$ cat src/rtl/alu_pkg.sv
// Shared ALU definitions: unit-select encodings and the execute sequencer state encoding.
package alu_pkg;

    localparam logic [2:0] SEL_ADDSUB = 3'b000;
    localparam logic [2:0] SEL_MUL    = 3'b001;
    localparam logic [2:0] SEL_DIV    = 3'b010;
    localparam logic [2:0] SEL_SLL    = 3'b011;
    localparam logic [2:0] SEL_SRL    = 3'b100;
    localparam logic [2:0] SEL_XOR    = 3'b101;
    localparam logic [2:0] SEL_OR     = 3'b110;
    localparam logic [2:0] SEL_AND    = 3'b111;

    typedef enum logic [1:0] {
        ST_IDLE = 2'b00,
        ST_EXEC = 2'b01,
        ST_DONE = 2'b10
    } seq_state_t;

endpackage

$ cat src/rtl/alu_exec_sequencer.sv
// Execute-stage sequencer: holds ALU inputs stable for the op latency, then
// presents the captured result downstream over a valid/ready handshake.
//
// state | meaning
// IDLE  | no operation held; ready to accept
// EXEC  | ALU inputs held, counting down the op latency
// DONE  | result valid, waiting for downstream to take it
module alu_exec_sequencer
    import alu_pkg::*;
#(
    parameter int BUS_WIDTH         = 64,
    parameter int ALU_CONTROL_WIDTH = 2,
    parameter int ALU_SELECT_WIDTH  = 3,
    parameter int REG_ADDR_WIDTH    = 5,
    parameter int DIV_CYCLES        = 64,
    parameter logic [ALU_SELECT_WIDTH-1:0] DIV_SELECT = ALU_SELECT_WIDTH'(SEL_DIV)
) (
    input  logic                         clk,
    input  logic                         rst,
    input  logic                         flush,
    input  logic                         in_valid,
    output logic                         in_ready,
    input  logic [BUS_WIDTH-1:0]         in_op1,
    input  logic [BUS_WIDTH-1:0]         in_op2,
    input  logic [ALU_CONTROL_WIDTH-1:0] in_control,
    input  logic [ALU_SELECT_WIDTH-1:0]  in_select,
    input  logic [REG_ADDR_WIDTH-1:0]    in_rd,
    output logic [BUS_WIDTH-1:0]         alu_in1,
    output logic [BUS_WIDTH-1:0]         alu_in2,
    output logic [ALU_CONTROL_WIDTH-1:0] alu_control,
    output logic [ALU_SELECT_WIDTH-1:0]  alu_select,
    input  logic [BUS_WIDTH-1:0]         alu_out,
    output logic                         out_valid,
    input  logic                         out_ready,
    output logic [BUS_WIDTH-1:0]         out_result,
    output logic [REG_ADDR_WIDTH-1:0]    out_rd,
    output logic                         busy
);

    localparam int CNT_W = $clog2(DIV_CYCLES + 1);
    localparam logic [CNT_W-1:0] DIV_LOAD = CNT_W'(DIV_CYCLES - 1);

    seq_state_t state_q, state_d;
    logic [CNT_W-1:0] cnt_q;
    logic [REG_ADDR_WIDTH-1:0] rd_q;
    logic accept, cnt_zero, capture;

    assign accept   = in_valid && in_ready;
    assign cnt_zero = (cnt_q == '0);
    // A completion coinciding with flush is dropped, so nothing reaches out_result.
    assign capture  = (state_q == ST_EXEC) && cnt_zero && !flush;

    always_ff @(posedge clk or posedge rst) begin
        if (rst) begin
            state_q <= ST_IDLE;
        end else begin
            state_q <= state_d;
        end
    end

    always_comb begin
        state_d = state_q;
        if (flush) begin
            state_d = ST_IDLE;
        end else begin
            unique case (state_q)
                ST_IDLE: if (accept) state_d = ST_EXEC;
                ST_EXEC: if (cnt_zero) state_d = ST_DONE;
                ST_DONE: if (out_ready) state_d = accept ? ST_EXEC : ST_IDLE;
                default: state_d = ST_IDLE;
            endcase
        end
    end

    always_comb begin
        in_ready  = !flush && ((state_q == ST_IDLE) || ((state_q == ST_DONE) && out_ready));
        busy      = (state_q == ST_EXEC);
        out_valid = (state_q == ST_DONE);
    end

    always_ff @(posedge clk or posedge rst) begin
        if (rst) begin
            alu_in1     <= '0;
            alu_in2     <= '0;
            alu_control <= '0;
            alu_select  <= '0;
            rd_q        <= '0;
            cnt_q       <= '0;
            out_result  <= '0;
            out_rd      <= '0;
        end else begin
            if (flush) begin
                cnt_q <= '0;
            end else if (accept) begin
                alu_in1     <= in_op1;
                alu_in2     <= in_op2;
                alu_control <= in_control;
                alu_select  <= in_select;
                rd_q        <= in_rd;
                cnt_q       <= (in_select == DIV_SELECT) ? DIV_LOAD : '0;
            end else if ((state_q == ST_EXEC) && !cnt_zero) begin
                cnt_q <= cnt_q - 1'b1;
            end
            if (capture) begin
                out_result <= alu_out;
                out_rd     <= rd_q;
            end
        end
    end

endmodule

$ cat config.mk
export PLATFORM = sky130hd
export DESIGN_NAME = alu_exec_sequencer
export DESIGN_NICKNAME = d
export VERILOG_FILES = /design/src/rtl/alu_pkg.sv /design/src/rtl/alu_exec_sequencer.sv
export SDC_FILE = /design/constraint.sdc
export NUM_CORES = 1
export LEC_CHECK = 0
export ABC_AREA = 0
export BUFFER_PORTS_ARGS = -buffer_cell sky130_fd_sc_hd__buf_2
export CAP_MARGIN = 20
export CORE_MARGIN = 5
export CORE_UTILIZATION = 34
export CTS_BUF_LIST = sky130_fd_sc_hd__clkbuf_8
export CTS_CLUSTER_SIZE = 20
export DETAILED_ROUTE_END_ITERATION = 16
export PLACE_DENSITY_LB_ADDON = 0.05
export RECOVER_POWER = 50
export SLEW_MARGIN = 30
export SYNTH_ARGS = -nofsm -noshare
export SYNTH_HDL_FRONTEND = slang
export SYNTH_SLANG_ARGS = --single-unit
$ cat constraint.sdc
create_clock -name clk -period 7.54 [get_ports clk]
set_clock_uncertainty 0.05 [all_clocks]
set_input_delay 1.508 -clock clk [delete_from_list [all_inputs] [get_ports clk]]
set_output_delay 1.508 -clock clk [all_outputs]
set_load 0.03 [all_outputs]
==> insert_results.sql <==
INSERT INTO impl_metrics (metric_group, metric, value, unit) VALUES
('status', 'outcome', 'finished, violations left', ''),
('status', 'failed_checks', 'capacitance limit, slew limit', ''),
('clock_network', 'cts_hold_repair.buffers', '0', ''),
('floorplan', 'die_area', '0.02757', 'sq mm'),
('setup_path', 'start_point_of_the_critical_path', 'out_ready', ''),
('timing', 'report.final.slew_viol_count', '246', ''),
('power', 'powerDensity', '443.2', 'mW/mm^2'),
('setup_path', 'timing_worst_setup_path_type', 'in -> reg', ''),
('global_route', 'grt_util_all_layers', '18.22', '%'),
('power', 'totalPowerFinal', '5.035', 'mW'),
('timing', 'rsz_0062_raised_after_global_routing', 'no', ''),
('logic_synthesis', 'flip_flop_and_latch_count_after_synthesis', '216', ''),
('timing', 'fin_tns_setup', '0', 'ps'),
('logic_synthesis', 'synthDominantCellAreaShare', '65.29', '%'),
('timing', 'max_slew_margin', '-136.7', '%'),
('timing', 'finalCritPeriodShare', '69.11', '%'),
('timing', 'setup_slack_of_the_critical_path_after_layout', '2329', 'ps'),
('floorplan', 'num_io_pins', '412', ''),
('setup_path', 'worst_path_largest_cell_delay', '2510', 'ps'),
('clock_network', 'cts-root-to-sink-buffers', '3', ''),
('logic_synthesis', 'synth_area_leader_cell', 'sky130_fd_sc_hd__dfrtp_1', ''),
('routing', 'drtPass1Iterations', '4', ''),
('setup_path', 'crit-reg2reg-capture', 'alu_in1[1]', ''),
('timing', 'tightest_slew', '3551', 'ps'),
('global_route', 'antenna_violations_before_repair', '10', ''),
('clock_network', 'clk_pin_slew_worst_paths', '60', 'ps'),
('logic_synthesis', 'avgSynthCellArea', '10.44', 'sq um'),
('floorplan', 'floorplan.die.width', '166.0', 'um'),
('routing', 'vias', '6822', ''),
('run', 'max_cap_viol_count', '3', ''),
('setup_path', 'worst_path_max_delay_cell', 'sky130_fd_sc_hd__clkbuf_1', ''),
('timing', 'final_report_hold_violation_count', '0', ''),
('logic_synthesis', 'synth_cells', '793', ''),
('logic_synthesis', 'synth.cell_area', '0.008279', 'sq mm'),
('floorplan', 'die-height', '166.0', 'um'),
('setup_path', 'worstSetupEndpointType', 'flop', ''),
('timing', 'report.final.setup_viol', '0', ''),
('clock_network', 'clk_latency', '510', 'ps'),
('global_route', 'leftover_overflow_at_the_end_of_global_routing', '0', ''),
('cells_and_area', 'final_net_count', '1422', ''),
('clock_network', 'cts_tree', 'yes', ''),
('setup_path', 'crit_path_cell_trace', 'clkbuf_1 > nor2b_1 > nor3_4 > clkbuf_1 > buf_4 > nand2_1 > nand2_1', ''),
('logic_synthesis', 'synth.net_count', '1002', ''),
('placement', 'final_weighted_congestion_of_routability_driven_global_placement', '0.7467', ''),
('routing', 'postRouteWirelength', '25.66', 'mm'),
('setup_path', 'cp.buffers_inverters', '3', ''),
('placement', 'pre_cts_ws', '3557', 'ps'),
('cells_and_area', 'fin_util', '47.00', '%'),
('logic_synthesis', 'synth-warning-count', '0', ''),
('clock_network', 'cts_made_buffers', '40', ''),
('global_route', 'number_of_global_route_vias_before_repair', '7244', ''),
('worst_hold_path', 'hold_path.startpoint', 'alu_in1[3]', ''),
('setup_path', 'worstSetupPathDepth', '7', ''),
('setup_path', 'rr_worst_depth', '6', ''),
('clock_network', 'post-cts-setup-buffer-count', '0', ''),
('routing', 'drt_iter0_markers', '332', ''),
('setup_path', 'worstPathArrival', '5600', 'ps'),
('clock_network', 'clockRootBuffer', 'sky130_fd_sc_hd__clkbuf_8', ''),
('global_route', 'grt_pass1_wl', '40.45', 'mm'),
('logic_synthesis', 'ys_top_cells_by_area', 'sky130_fd_sc_hd__dfrtp_1, sky130_fd_sc_hd__nand2_1, sky130_fd_sc_hd__mux2_2, sky130_fd_sc_hd__mux2_1, sky130_fd_sc_hd__buf_2', ''),
('power', 'max_rail_drop_vdd', '0.2188', 'mV'),
('clock_network', 'tritoncts_num_sinks', '216', ''),
('clock_network', 'ctsResizeCount', '0', ''),
('clock_network', 'htreeDepth', '2', ''),
('timing', 'period_minus_slack', '5211', 'ps'),
('floorplan', 'core_region_area', '0.02418', 'sq mm'),
('floorplan', 'floorplan.rows', '57', ''),
('cells_and_area', 'drive_above_1_share', '39.65', '%'),
('worst_hold_path', 'min-delay-path-class', 'reg -> reg', ''),
('cells_and_area', 'layout-area-overhead-vs-synth', '37.24', '%'),
('routing', 'post-route-drc-count', '0', '');
-- how the worst min path moves through the flow --
stage | cells past startpoint | slack (ps) | endpoint
2_1_floorplan | 2 | 390 | rd_q[0]
6_report | 2 | 420 | alu_in1[3]
3_5_place_dp | 2 | 410 | alu_in2[59]
5_1_grt | 2 | 440 | alu_in1[33]
3_3_place_gp | 2 | 400 | alu_in1[9]
4_1_cts | 2 | 420 | alu_in1[49]
-- worst register-to-register path, delay by kind of cell, from the launching register on --
family	cells	cell delay [ps]
buf+inv	2	3420
flops	1	410
simple gates	4	630
-- placed cells by master, fill, tap and decap left out --
| cell type | instances |
|---|---|
| sky130_fd_sc_hd__nor3_1 | 6 |
| sky130_fd_sc_hd__nor4_4 | 1 |
| sky130_fd_sc_hd__o21ai_0 | 2 |
| sky130_fd_sc_hd__buf_6 | 1 |
| sky130_fd_sc_hd__clkbuf_8 | 54 |
| sky130_fd_sc_hd__or2_2 | 1 |
| sky130_fd_sc_hd__and2_1 | 1 |
| sky130_fd_sc_hd__a211oi_1 | 1 |
| sky130_fd_sc_hd__buf_4 | 3 |
| sky130_fd_sc_hd__a21o_1 | 3 |
| sky130_fd_sc_hd__nand2b_1 | 3 |
| sky130_fd_sc_hd__nand3_1 | 5 |
| sky130_fd_sc_hd__inv_2 | 1 |
| sky130_fd_sc_hd__nor3_4 | 1 |
| sky130_fd_sc_hd__clkbuf_1 | 44 |
| sky130_fd_sc_hd__or4_1 | 1 |
| sky130_fd_sc_hd__inv_1 | 17 |
| sky130_fd_sc_hd__a21oi_1 | 6 |
| sky130_fd_sc_hd__nand4_1 | 1 |
| sky130_fd_sc_hd__mux2_1 | 11 |
| sky130_fd_sc_hd__buf_2 | 368 |
| sky130_fd_sc_hd__ha_1 | 2 |
| sky130_fd_sc_hd__clkinv_2 | 2 |
| sky130_fd_sc_hd__o31ai_1 | 2 |
| sky130_fd_sc_hd__clkinvlp_4 | 1 |
| sky130_fd_sc_hd__nor2b_1 | 3 |
| sky130_fd_sc_hd__a31oi_1 | 2 |
| sky130_fd_sc_hd__nand2_4 | 1 |
| sky130_fd_sc_hd__dfrtp_1 | 216 |
| sky130_fd_sc_hd__nor2_1 | 6 |
| sky130_fd_sc_hd__mux2_2 | 58 |
| sky130_fd_sc_hd__nand2_1 | 416 |
| sky130_fd_sc_hd__a2bb2oi_1 | 1 |
| sky130_fd_sc_hd__diode_2 | 9 |
-- cells in the mapped netlist --
cell	count
sky130_fd_sc_hd__inv_1	4
sky130_fd_sc_hd__dfrtp_1	216
sky130_fd_sc_hd__and2_1	1
sky130_fd_sc_hd__buf_6	2
sky130_fd_sc_hd__a2bb2oi_1	1
sky130_fd_sc_hd__buf_4	5
sky130_fd_sc_hd__mux2_2	59
sky130_fd_sc_hd__mux2_1	10
sky130_fd_sc_hd__ha_1	2
sky130_fd_sc_hd__nor3_2	1
sky130_fd_sc_hd__nor2b_1	3
sky130_fd_sc_hd__or4_1	1
sky130_fd_sc_hd__or2_2	1
sky130_fd_sc_hd__nand3_1	4
sky130_fd_sc_hd__a21oi_1	6
sky130_fd_sc_hd__inv_2	1
sky130_fd_sc_hd__nand2b_1	3
sky130_fd_sc_hd__a31oi_1	2
sky130_fd_sc_hd__nand4_1	1
sky130_fd_sc_hd__buf_2	16
sky130_fd_sc_hd__nand3_2	1
sky130_fd_sc_hd__o31ai_1	2
sky130_fd_sc_hd__nor2_1	5
sky130_fd_sc_hd__clkbuf_1	15
sky130_fd_sc_hd__a21o_1	3
sky130_fd_sc_hd__nor3_1	6
sky130_fd_sc_hd__nor2_4	1
sky130_fd_sc_hd__nor4_4	1
sky130_fd_sc_hd__a211oi_1	1
sky130_fd_sc_hd__nand2_1	417
sky130_fd_sc_hd__o21ai_0	2
-- area by class of cell --
type                            count  area, sq um
Clock buffer                       54        743.2
Antenna cell                        9        22.52
Fill cell                        2443        12810
Sequential cell                   216         5405
Timing Repair Buffer              416         2041
Tap cell                          324        405.4
Inverter                            5        22.52
Clock inverter                     16        62.56
Multi-Input combinational cell    534         2660
-- power by group --
group	leakage (nW)	internal, mW	switching (mW)
Combinational	3.20	0.620	1.48
Sequential	2.66	1.61	0.218
Clock	0.471	0.633	0.472
-- metrics by stage --
stage	instances	hold WS, ps	instance area [sq um]
6_report	1574	416.3	11360
5_1_grt	1574	440.2	11360
4_1_cts	1565	420.1	11420
3_5_place_dp	1495	406.4	10610
3_3_place_gp	1495	403.2	10600
2_1_floorplan	793	390.1	8279
-- layer usage --
| layer | up-vias | track usage (%) | share of wire, % |
|---|---|---|---|
| met5 | - | 0 | 0.027 |
| met1 | 3147 | 21.20 | 39 |
| li1 | 3342 | - | - |
| met3 | 43 | 6.808 | 9.2 |
| met2 | 288 | 30.84 | 49 |
| met4 | 2 | 6.743 | 2.1 |
-- cell families (layout without fill, tap and decap cells) --
family | after synthesis | in the layout | synth area share, %
fa+ha+maj | 2 | 2 | 0.3022
compound gates | 17 | 17 | 1.285
other cells | 0 | 9 | 0
simple gates | 446 | 446 | 21.14
buf+inv | 43 | 491 | 2.599
mux | 69 | 69 | 9.385
flops | 216 | 216 | 65.29
-- sequential cells by signal (all words and copies together) (netlist names) --
name	flops
alu_select	3
alu_control	2
alu_in1	64
rd_q	5
state_q	2
out_rd	5
cnt_q	7
out_result	64
alu_in2	64
No activity file was read; power rests on OpenSTA's default activity.
